<file path="config.mk">
export PLATFORM = sky130hd
export DESIGN_NAME = fpu_uart_rx
export DESIGN_NICKNAME = d
export VERILOG_FILES = /design/src/rtl/fpu_uart_pkg.sv /design/src/rtl/uart_rx_byte.sv /design/src/rtl/fpu_uart_rx.sv
export SDC_FILE = /design/constraint.sdc
export NUM_CORES = 1
export LEC_CHECK = 0
export CELL_PAD_IN_SITES_DETAIL_PLACEMENT = 1
export CELL_PAD_IN_SITES_GLOBAL_PLACEMENT = 1
export CORE_MARGIN = 1
export CORE_UTILIZATION = 25
export DETAILED_ROUTE_END_ITERATION = 16
export GPL_TIMING_DRIVEN = 0
export PLACE_DENSITY_LB_ADDON = 0.12
export SYNTH_ARGS = -nofsm -noshare
export SYNTH_HDL_FRONTEND = slang
export SYNTH_SLANG_ARGS = --single-unit
</file>
<file path="constraint.sdc">
create_clock -name clk -period 2.4 [get_ports clk]
set_input_delay 0.24 -clock clk [delete_from_list [all_inputs] [get_ports clk]]
set_output_delay 0.24 -clock clk [all_outputs]
set_load 0.01 [all_outputs]
</file>
<file path="src/rtl/fpu_uart_pkg.sv">
// fpu_uart_pkg: shared types and widths for the FPU UART front-end.
// Imported by the byte receiver and the word assembler.
package fpu_uart_pkg;

    typedef enum logic [2:0] {
        IDLE,
        START,
        DATA,
        STOP,
        BREAK
    } rx_state_t;

    localparam int BYTE_W = 8;
    localparam int WORD_W = 16;

endpackage

</file>
<file path="src/rtl/uart_rx_byte.sv">
// uart_rx_byte: 8N1 receiver with 2-flop synchroniser and mid-bit sampling.
// Emits one byte per good frame; a low stop bit parks in BREAK until idle.
module uart_rx_byte
    import fpu_uart_pkg::*;
#(
    parameter int CLKS_PER_BIT = 434,
    parameter int CNT_W        = 16
) (
    input  logic              clk,
    input  logic              rst,
    input  logic              rx,
    output logic [BYTE_W-1:0] data,
    output logic              valid,
    output logic              frame_err,
    output logic              busy
);

    localparam logic [CNT_W-1:0] HALF = CNT_W'(CLKS_PER_BIT / 2 - 1);
    localparam logic [CNT_W-1:0] LAST = CNT_W'(CLKS_PER_BIT - 1);

    rx_state_t         state;
    logic [1:0]        sync;
    logic [CNT_W-1:0]  cnt;
    logic [2:0]        idx;
    logic [BYTE_W-1:0] shift;
    logic              rxs;

    assign rxs  = sync[1];
    assign data = shift;

    // Combinational so the assembler captures the byte on the stop-sample edge.
    assign valid = (state == STOP) && (cnt == LAST) && rxs;

    always_ff @(posedge clk) begin
        if (rst) begin
            sync      <= 2'b11;
            state     <= IDLE;
            cnt       <= '0;
            idx       <= '0;
            shift     <= '0;
            frame_err <= 1'b0;
            busy      <= 1'b0;
        end else begin
            sync      <= {sync[0], rx};
            frame_err <= 1'b0;
            unique case (state)
                IDLE: begin
                    if (!rxs) begin
                        state <= START;
                        cnt   <= '0;
                        busy  <= 1'b1;
                    end
                end
                START: begin
                    if (cnt == HALF) begin
                        cnt <= '0;
                        idx <= '0;
                        if (rxs) begin
                            state <= IDLE;
                            busy  <= 1'b0;
                        end else begin
                            state <= DATA;
                        end
                    end else begin
                        cnt <= cnt + 1'b1;
                    end
                end
                DATA: begin
                    if (cnt == LAST) begin
                        cnt   <= '0;
                        shift <= {rxs, shift[BYTE_W-1:1]};
                        idx   <= idx + 1'b1;
                        if (idx == 3'd7) state <= STOP;
                    end else begin
                        cnt <= cnt + 1'b1;
                    end
                end
                STOP: begin
                    if (cnt == LAST) begin
                        cnt <= '0;
                        if (rxs) begin
                            state <= IDLE;
                            busy  <= 1'b0;
                        end else begin
                            state     <= BREAK;
                            frame_err <= 1'b1;
                        end
                    end else begin
                        cnt <= cnt + 1'b1;
                    end
                end
                BREAK: begin
                    if (rxs) begin
                        state <= IDLE;
                        busy  <= 1'b0;
                    end
                end
                default: begin
                    state <= IDLE;
                    busy  <= 1'b0;
                end
            endcase
        end
    end

endmodule

</file>
<file path="src/rtl/fpu_uart_rx.sv">
// fpu_uart_rx: pairs received bytes into 16-bit words for the FPU FSM.
// One-word holding register behind a valid/ready handshake; drops on overrun.
module fpu_uart_rx
    import fpu_uart_pkg::*;
#(
    parameter int CLKS_PER_BIT = 434,
    parameter int CNT_W        = 16
) (
    input  logic              clk,
    input  logic              rst,
    input  logic              rx_i,
    output logic [WORD_W-1:0] word_o,
    output logic              word_valid_o,
    input  logic              word_ready_i,
    output logic              frame_err_o,
    output logic              overrun_o,
    output logic              busy_o
);

    logic [BYTE_W-1:0] rx_byte;
    logic [BYTE_W-1:0] hi;
    logic              byte_valid;
    logic              ptr;

    uart_rx_byte #(
        .CLKS_PER_BIT(CLKS_PER_BIT),
        .CNT_W       (CNT_W)
    ) u_rx (
        .clk      (clk),
        .rst      (rst),
        .rx       (rx_i),
        .data     (rx_byte),
        .valid    (byte_valid),
        .frame_err(frame_err_o),
        .busy     (busy_o)
    );

    always_ff @(posedge clk) begin
        if (rst) begin
            hi           <= '0;
            ptr          <= 1'b0;
            word_o       <= '0;
            word_valid_o <= 1'b0;
            overrun_o    <= 1'b0;
        end else begin
            overrun_o <= 1'b0;
            if (word_valid_o && word_ready_i) word_valid_o <= 1'b0;
            if (byte_valid) begin
                if (!ptr) begin
                    hi  <= rx_byte;
                    ptr <= 1'b1;
                end else begin
                    ptr <= 1'b0;
                    if (!word_valid_o || word_ready_i) begin
                        word_o       <= {hi, rx_byte};
                        word_valid_o <= 1'b1;
                    end else begin
                        overrun_o <= 1'b1;
                    end
                end
            end else if (frame_err_o) begin
                // A bad frame leaves byte alignment unknown; restart on a high byte.
                ptr <= 1'b0;
            end
        end
    end

endmodule

</file>
## Word level (Yosys, flattened, before mapping)

Index checks and enable logic that the tools add are counted.

| storage, ports and cells | value |
|---|---|
| flip-flop bits (word level) | 61 |
| latch bits | 0 |
| memory bits (writable) | 0 |
| ROM bits | 0 |
| input bits | 4 |
| output and inout bits | 20 |
| word-level logic and storage cells | 81 |
| memories | 0 |

| cells by class | value |
|---|---|
| add/sub/neg operators | 2 |
| multipliers | 0 |
| div/mod/pow operators | 0 |
| order comparisons | 0 |
| eq/ne operators | 13 |
| shift operators | 0 |
| multiplexer cells | 30 |
| bitwise operators | 5 |
| reductions and logical operators | 19 |

Operator list:

| cell | count |
|---|---|
| two-way mux 16 bit | 3 |
| case mux 16 bit (3 select lines) | 1 |
| two-way mux 3 bit | 9 |
| adder 16 x 1 -> 16 bit (second input constant) | 1 |
| == test 16 x 8 -> 1 bit (second input constant) | 1 |
| == test 16 x 9 -> 1 bit (second input constant) | 1 |
| case mux 3 bit (5 select lines) | 1 |
| two-way mux 1 bit | 13 |
| != test 2 x 1 -> 1 bit (second input constant) | 4 |
| == test 3 x 2 -> 1 bit (second input constant) | 2 |
| == test 3 bit (second input constant) | 2 |
| case mux 3 bit (2 select lines) | 1 |
| AND reduction 2 bit | 3 |
| AND reduction 3 bit | 2 |
| AND reduction 6 bit | 1 |
| OR reduction 3 bit | 2 |
| inverter 1 bit | 5 |
| case mux 1 bit (5 select lines) | 1 |
| != test 2 bit (second input constant) | 2 |
| AND reduction 4 bit | 1 |
| nonzero test 2 bit | 2 |
| adder 3 x 1 -> 3 bit (second input constant) | 1 |
| == test 3 x 1 -> 1 bit (second input constant) | 1 |
| logical AND 1 bit | 3 |
| 6 further kinds | 6 |

## Depth between registers and ports, before layout

Gate-level depths: netlist (run 1).

| logic depth | value |
|---|---|
| depth in word-level cells | 5 |
| depth in mapped cells | 10 |
| mapped depth without buffers | 7 |

## Modules after synthesis

From an unflattened synthesis (run 1), not the netlist that was laid out.

| second synthesis, totals | value |
|---|---|
| cells, all modules | 336 |
| area, all modules | 2996.6 um2 |

Modules (own cells, without submodules):

| module | times used | cells an instance | area an instance (um2) | seq. area each (um2) |
|---|---|---|---|---|
| uart_rx_byte | 1 | 219 | 1869.3 | 680.7 |
| fpu_uart_rx | 1 | 117 | 1127.3 | 540.5 |

## Least setup slack after synthesis (run 1)

OpenSTA, ideal clock, no wires.

| timing | value |
|---|---|
| kind | register to register |
| start point | reg u_rx.cnt[1] |
| end point | reg word_o[10] |
| library setup time | 0.128 ns |
| data arrival time | 1.847 ns |
| required time | 2.272 ns |
| setup slack | 0.426 ns |
| stages on the path, launching flop included | 10 |
| buffers on the path | 2 |
| clock period less this slack | 1.974 ns |
| cell sequence | dfxtp_1 -> inv_1 -> ha_1 -> and4bb_1 -> nand4_1 -> or4_1 -> buf_4 -> buf_6 -> mux2i_1 -> nor2_1 |

| between the ends | value |
|---|---|
| cells in the longest elaborated chain, start to end | 4 |

RTL lines:

| what | RTL line | text |
|---|---|---|
| from (decl) | uart_rx_byte.sv:23 | `logic [CNT_W-1:0] cnt;` |
| from (signal assigned) | uart_rx_byte.sv:65 | `cnt <= cnt + 1'b1;` |
| from (signal assigned) | uart_rx_byte.sv:75 | `cnt <= cnt + 1'b1;` |
| from (signal assigned) | uart_rx_byte.sv:89 | `cnt <= cnt + 1'b1;` |
| == test 16 x 9 -> 1 bit | uart_rx_byte.sv:32 | `assign valid = (state == STOP) && (cnt == LAST) && rxs;` |
| logical AND 1 bit (2 in series) | uart_rx_byte.sv:32 |  |
| AND reduction 3 bit (no source line) | - |  |
| to (signal assigned) | fpu_uart_rx.sv:55 | `word_o <= {hi, rx_byte};` |
| to (decl) | fpu_uart_rx.sv:12 | `output logic [WORD_W-1:0] word_o,` |

Every way passes these cells.
A chain may end at the register's enable or synchronous reset.

## Final worst setup path (run 1)

| timing | value |
|---|---|
| start point | reg u_rx.cnt[1] |
| end point | reg word_o[12] |

The elaborated chain is that of the path after synthesis.

==> results of run 1 <==
synthesized netlist by cell type (all sizes together), types with 4 or more instances:
master,n,area share
a31oi,5,0.012
inv,7,0.0097
nand2,45,0.063
clkbuf,8,0.011
dfxtp,61,0.45
buf,11,0.023
a21oi,30,0.056
nor2,31,0.043
and3,4,0.0093
nor3b,4,0.013
nand2b,4,0.0093
ha,5,0.023
o21ai,5,0.0093
a22o,8,0.026
mux2i,20,0.074
nor3,11,0.022
a21o,5,0.014
or2,4,0.0093
nand3,11,0.020
nand4,5,0.012
power by group through the flow:
stage / clock network, mW / logic (mW) / registers [mW]
after floorplan: 0 / 0.0941 / 1.05
after global placement: 0 / 0.139 / 1.06
after detailed placement: 0 / 0.140 / 1.06
after CTS: 0.959 / 0.141 / 1.03
after global routing: 0.996 / 0.158 / 1.04
final: 0.916 / 0.138 / 1.03
state kept, by name, summed over array words and instances (netlist names):
name / count
u_rx.sync: 2
ptr: 1
u_rx.busy: 1
u_rx.cnt: 16
word_o: 16
u_rx.frame_err: 1
u_rx.data: 8
overrun_o: 1
hi: 8
u_rx.state: 3
u_rx.idx: 3
word_valid_o: 1
routing by layer:
| metal | up-vias | share of wire |
|---|---|---|
| li1 | 1155 | - |
| met1 | 1129 | 0.47 |
| met2 | 31 | 0.48 |
| met3 | 9 | 0.037 |
| met4 | 0 | 0.018 |
| met5 | - | 0 |
cells in the final DEF (no fill, tap or decap), types with 2 or more instances in the layout:
cell	instances
a21o_1	5
a21oi_1	30
a22o_1	8
a31oi_1	5
a41oi_1	2
and3_1	4
and4bb_1	2
buf_2	6
buf_4	2
buf_6	2
clkbuf_1	8
clkbuf_8	11
clkdlybuf4s50_1	23
clkinvlp_4	2
dfxtp_1	60
ha_1	5
inv_1	6
inv_6	3
mux2i_1	20
nand2_1	45
nand2b_1	4
nand3_1	11
nand4_1	5
nor2_1	31
nor3_1	10
nor3b_1	3
nor4_4	2
o21ai_0	5
or2_2	4
or3_1	3
or4_1	2
xnor2_1	3
layout make-up:
type | instances | area [sq um] | area share
well taps | 136 | 170 | 0.0516
repair buffers | 23 | 230 | 0.0697
plain buffers | 19 | 101 | 0.0307
clock buffers | 11 | 151 | 0.0459
multi-input cells | 222 | 1360 | 0.411
inverters | 7 | 26.3 | 0.00796
flip-flops and latches | 61 | 1220 | 0.370
clock inverters | 5 | 41.3 | 0.0125
per-stage QoR:
step,setup WS [ns],instance area (sq um)
2_1_floorplan,0.426,2700
4_1_cts,0.0445,3290
3_3_place_gp,0.153,3100
3_5_place_dp,0.0783,3100
6_report,0.181,3300
5_1_grt,0.00517,3300
what timing repair did:
| action | CTS | global route |
|---|---|---|
| setup endpoints to repair | 0 | 22 |
| resized for setup | 0 | 7 |
| hold buffers | 0 | 0 |
path summary, 6_finish.rpt:
path / start / to / cells past startpoint
hold / removal: u_rx.sync[0] / u_rx.sync[1] / 1
setup reg to reg: u_rx.cnt[1] / word_o[12] / 9
setup / recovery: u_rx.cnt[1] / word_o[12] / 9
hold reg to reg: u_rx.sync[0] / u_rx.sync[1] / 1
kinds of logic (layout without fill, tap and decap cells):
kind of cell / count (synthesis) / in the layout / share of synthesized area
adder cells (fa/ha/maj): 5 / 5 / 0.0232
multiplexers: 20 / 20 / 0.0742
AND/OR/NAND/NOR: 133 / 133 / 0.254
AO/OA/AOI/OAI: 60 / 60 / 0.139
flip-flops: 61 / 61 / 0.453
buffers and inverters: 26 / 65 / 0.0441
XOR/XNOR: 4 / 4 / 0.0130
critical path, cell delays in order, from the launching register on:
cell and delay [ns]:
dfxtp_1 0.35, inv_2 0.08, ha_1 0.16, and4bb_1 0.21, nand4_1 0.18, or4_1 0.53
buf_4 0.19, buf_6 0.16, mux2i_1 0.15, nor2_1 0.06
==> impl_metrics.csv, run 1 <==
group,metric,value,unit
cells_and_area,finalNonFillerCells,484,
timing,fmax,451,MHz
clock_network,cts-root-buf,"clkbuf_8",
detailed_routing,viasPerCell,4.80,
timing,tightest_slew,0.794,ns
grt,grt.busiest_layer,"met2",
timing,period_share,0.925,
cells_and_area,post-route-util,0.318,
grt,grt_pass1_wl,12200,um
power_and_ir_drop,p_switching,0.574,mW
power_and_ir_drop,power.total,2.09,mW
synthesis,synth.avg_cell_area,8.73,sq um
floorplan,std_cell_rows,37,
grt,met1_usage,0.173,
worst_setup_path,path_max_fanout,10,
timing,finalHoldViolations,0,
cells_and_area,area_growth,22.4,%
floorplan,die_h,106,um
clock_network,cts_tree,"done",
timing,maxSlewViolCount,0,
detailed_routing,drc,0,
synthesis,async_reset_ff_frac,0,
min_path,holdCritPathClass,"flop to flop",
power_and_ir_drop,power.internal,1.51,mW
grt,track_usage,0.143,
timing,relSlewSlack,0.469,
floorplan,dieWidth,106,um
power_and_ir_drop,ir_drop,321,uV
detailed_routing,wirelength,7070,um
worst_setup_path,worst-setup-path-type,"flop to flop",
detailed_routing,postRouteAntennaNets,0,
cells_and_area,fin_nets,352,
floorplan,io_pins,24,
floorplan,initial_core_util,0.260,
power_and_ir_drop,power.density,632,nW/um^2
placed_design,dp.final_hpwl,4920,um
grt,grt_start_max_net_pins,13,
grt,antenna_found_initial,0,
synthesis,ys_seq_area_frac,0.453,
worst_setup_path,startpoint_type,"flop",
floorplan,dieArea,11200,sq um
timing,clock_skew,0.00921,ns
synthesis,synth-main-ff-cell,"dfxtp_1",
cells_and_area,fillers,1268,
worst_setup_path,end_kind,"flop",
grt,grt-ovfl-total,0,
clock_network,htree_levels,3,
clock_network,clock_path_buffers,2,
clock_network,cts_setup_buffers,0,
clock_network,clock_latency,0.36,ns
worst_setup_path,crit_arrival,2.45,ns
power_and_ir_drop,p_clk_frac,0.439,
clock_network,cts_made_buffers,9,
detailed_routing,drtIter0Drc,63,
detailed_routing,firstDrtPassIters,4,
cells_and_area,drive_above_1_share,0.106,
cells_and_area,n_antenna_cell,0,
power_and_ir_drop,swShare,0.275,
status,status,"finished, final reports clean",
placed_design,dp.cells,468,
timing,holdWs,0.414,ns
power_and_ir_drop,combPwrFrac,0.066,
power_and_ir_drop,seq_power_share,0.495,
worst_setup_path,r2r_slack,0.18,ns
clock_network,path_clk_slew,0.08,ns
placed_design,portBuffers,23,
flow_run,drv_cap,0,
synthesis,synth_cells,309,
timing,min_period,2.22,ns
timing,setup_viol,0,
synthesis,synthesis.area,2700,sq um
grt,use_met3,0.0458,
synthesis,ys_ff_latch,61,
floorplan,core_region_area,10400,sq um
placed_design,place.gp.congestion,0.688,
synthesis,synth_fp_nets,318,
power_and_ir_drop,p_leak,1.27,nW
clock_network,clock-sinks,61,
grt,use_met2,0.233,
detailed_routing,wl_per_cell,14.6,um
synthesis,ys_types,42,
synthesis,yosysWarnings,0,
timing,final.setup.tns,0,ns
synthesis,synth_edf_count,0,
grt,first_global_vias,2415,
worst_setup_path,cp.required,2.63,ns
detailed_routing,vias,2324,
timing,rsz0062_at_grt,"no",
Power figures use the tool's default switching activity.
==> run 2, diff against run 1 <==
- CORE_UTILIZATION: 25 -> 43
==> run 2 against run 1 <==
  * Via count up 1.0%
  * Combinational power about the same
  * Clock power up 15%
  * Highest routed layer unchanged
  * Non-clock buffer count up 1
  * Worst hold slack better by 0.021 ns
  * Fmax down 2.0%
  * Setup slack worse by 0.045 ns
  * Global-route usage up 8.4 points
  * Sequential share of layout area up 0.40 points
  * Cell count down 12%
  * Design area down 1.1%
  * Die area down 41%
==> impl_metrics.csv, run 2 (synthesis gave the netlist of run 1 again) <==
group,metric,value,unit
placed_design,postPlaceCellArea,3020,sq um
grt,grt-ovfl-total,0,
timing,final.setup.tns,0,ns
placed_design,post-place-ws,0.142,ns
floorplan,dieArea,6590,sq um
timing,tightest_slew,0.731,ns
timing,setup_viol,0,
status,status,"finished, final reports clean",
cells_and_area,area_growth,21.1,%
timing,rsz0062_at_grt,"no",
timing,relSlewSlack,0.511,
timing,finalHoldViolations,0,
detailed_routing,vias,2348,
clock_network,htree_levels,3,
placed_design,portBuffers,23,
grt,track_usage,0.227,
floorplan,die_h,81.2,um
floorplan,initial_core_util,0.450,
worst_setup_path,startpoint_type,"flop",
clock_network,clock_latency,0.34,ns
cells_and_area,reg.largest.list,"u_rx.cnt: 16 flops, word_o: 16 flops",
cells_and_area,fin_area,3270,sq um
grt,grt_pass1_wl,11100,um
worst_setup_path,path_cells,"inv_2 > ha_1 > and4bb_1 > nand4_1 > or4_1 > buf_4 > buf_6 > mux2i_1 > nor2_1",
worst_setup_path,crit_arrival,2.47,ns
timing,period_share,0.943,
cells_and_area,layout_common_cells,"dfxtp_1 (60), nand2_1 (45), nor2_1 (31)",
timing,clock_skew,0.00952,ns
cells_and_area,fillers,729,
cells_and_area,drive_above_1_share,0.109,
worst_setup_path,cp.required,2.61,ns
detailed_routing,firstDrtPassIters,4,
timing,fin_ws,0.136,ns
power_and_ir_drop,power.total,2.22,mW
floorplan,dieWidth,81.2,um
floorplan,std_cell_rows,28,
placed_design,place.gp.congestion,0.791,
detailed_routing,wl_per_cell,16.1,um
min_path,holdCritPathClass,"flop to flop",
worst_setup_path,cp_slowest_stage_delay,0.56,ns
worst_setup_path,critPathTopFamily,"simple AND/OR/NAND/NOR gates",
grt,grt_start_max_net_pins,12,
grt,first_global_vias,2330,
placed_design,dp.final_hpwl,4720,um
timing,fmax,442,MHz
timing,maxSlewViolCount,0,
grt,antenna_found_initial,0,
detailed_routing,postRouteAntennaNets,0,
floorplan,core_region_area,5990,sq um
timing,min_period,2.26,ns
worst_setup_path,worst-setup-path-type,"flop to flop",
cells_and_area,final_common_cell,"dfxtp_1",
clock_network,clock_path_buffers,2,
clock_network,cts_made_buffers,9,
placed_design,dp.cells,407,
flow_run,drv_cap,0,
cells_and_area,n_antenna_cell,0,
cells_and_area,finalNonFillerCells,424,
power_and_ir_drop,power.density,679,nW/um^2
clock_network,clock-sinks,61,
clock_network,hold_buffers,0,
cells_and_area,multiInputGateArea,1360,sq um
floorplan,io_pins,24,
detailed_routing,wirelength,6840,um
clock_network,path_clk_slew,0.07,ns
power_and_ir_drop,ir_drop,371,uV
detailed_routing,viasPerCell,5.54,
cells_and_area,seqCellArea,1220,sq um
worst_setup_path,path_max_fanout,10,
worst_setup_path,critPathBufInv,3,
cells_and_area,fin_nets,353,
power_and_ir_drop,p_leak,1.29,nW
detailed_routing,drtIter0Drc,82,
clock_network,cts-root-buf,"clkbuf_8",
worst_setup_path,end_kind,"flop",
detailed_routing,drc,0,
clock_network,cts_tree,"done",
worst_setup_path,cp_slowest_cell,"or4_1",
-- run 2: cell types whose count changed in the layout (fill, tap and decap cells not counted) --
cell        delta
bufinv_16      +2
nor3b_4        +1
inv_6          -3
clkinv_4       +1
clkbuf_4       +2
clkinv_2       +2
clkinvlp_4     -1
buf_6          -1
clkbuf_8       -1
nor3b_2        -1
-- run 2: final timing paths --
| path | from | end | cells after the start | slack [ns] |
|---|---|---|---|---|
| max reg2reg | u_rx.cnt[1] | word_o[14] | 9 | 0.14 |
| min reg2reg | u_rx.sync[0] | u_rx.sync[1] | 1 | 0.43 |
| min | u_rx.sync[0] | u_rx.sync[1] | 1 | 0.43 |
| max | u_rx.cnt[1] | word_o[14] | 9 | 0.14 |
-- run 2: cell type report --
type                    instances  area share
clock buffers                  10      0.0421
well taps                      75      0.0287
flip-flops and latches         61       0.374
clock inverters                 6      0.0264
inverters                       7     0.00805
plain buffers                  19      0.0299
repair buffers                 24      0.0728
multi-input cells             222       0.418
-- run 2: repair_timing --
action / in CTS / in global routing
hold endpoints to repair: 0 / 0
resized for setup: 0 / 5
setup endpoints to repair: 0 / 18
setup buffers: 0 / 1
-- run 2: per-stage QoR --
| step | util | hold slack, ns |
|---|---|---|
| after floorplan | - | 0.344 |
| after global placement | 0.504 | 0.404 |
| after detailed placement | 0.504 | 0.414 |
| after CTS | 0.542 | 0.439 |
| after global routing | 0.545 | 0.442 |
| final | 0.545 | 0.435 |
-- run 2: where the power goes --
part           switching [mW]  leakage, nW  internal [mW]  total [mW]
clock network           0.437        0.112          0.611        1.05
registers              0.0114        0.492           1.02        1.03
logic                  0.0873        0.683         0.0488       0.136
-- run 2: layer usage --
| metal | share of wire | up-vias | GRT usage |
|---|---|---|---|
| li1 | - | 1163 | - |
| met5 | 0 | - | 0 |
| met1 | 0.49 | 1147 | 0.286 |
| met2 | 0.48 | 32 | 0.380 |
| met3 | 0.020 | 6 | 0.0337 |
| met4 | 0.012 | 0 | 0.107 |
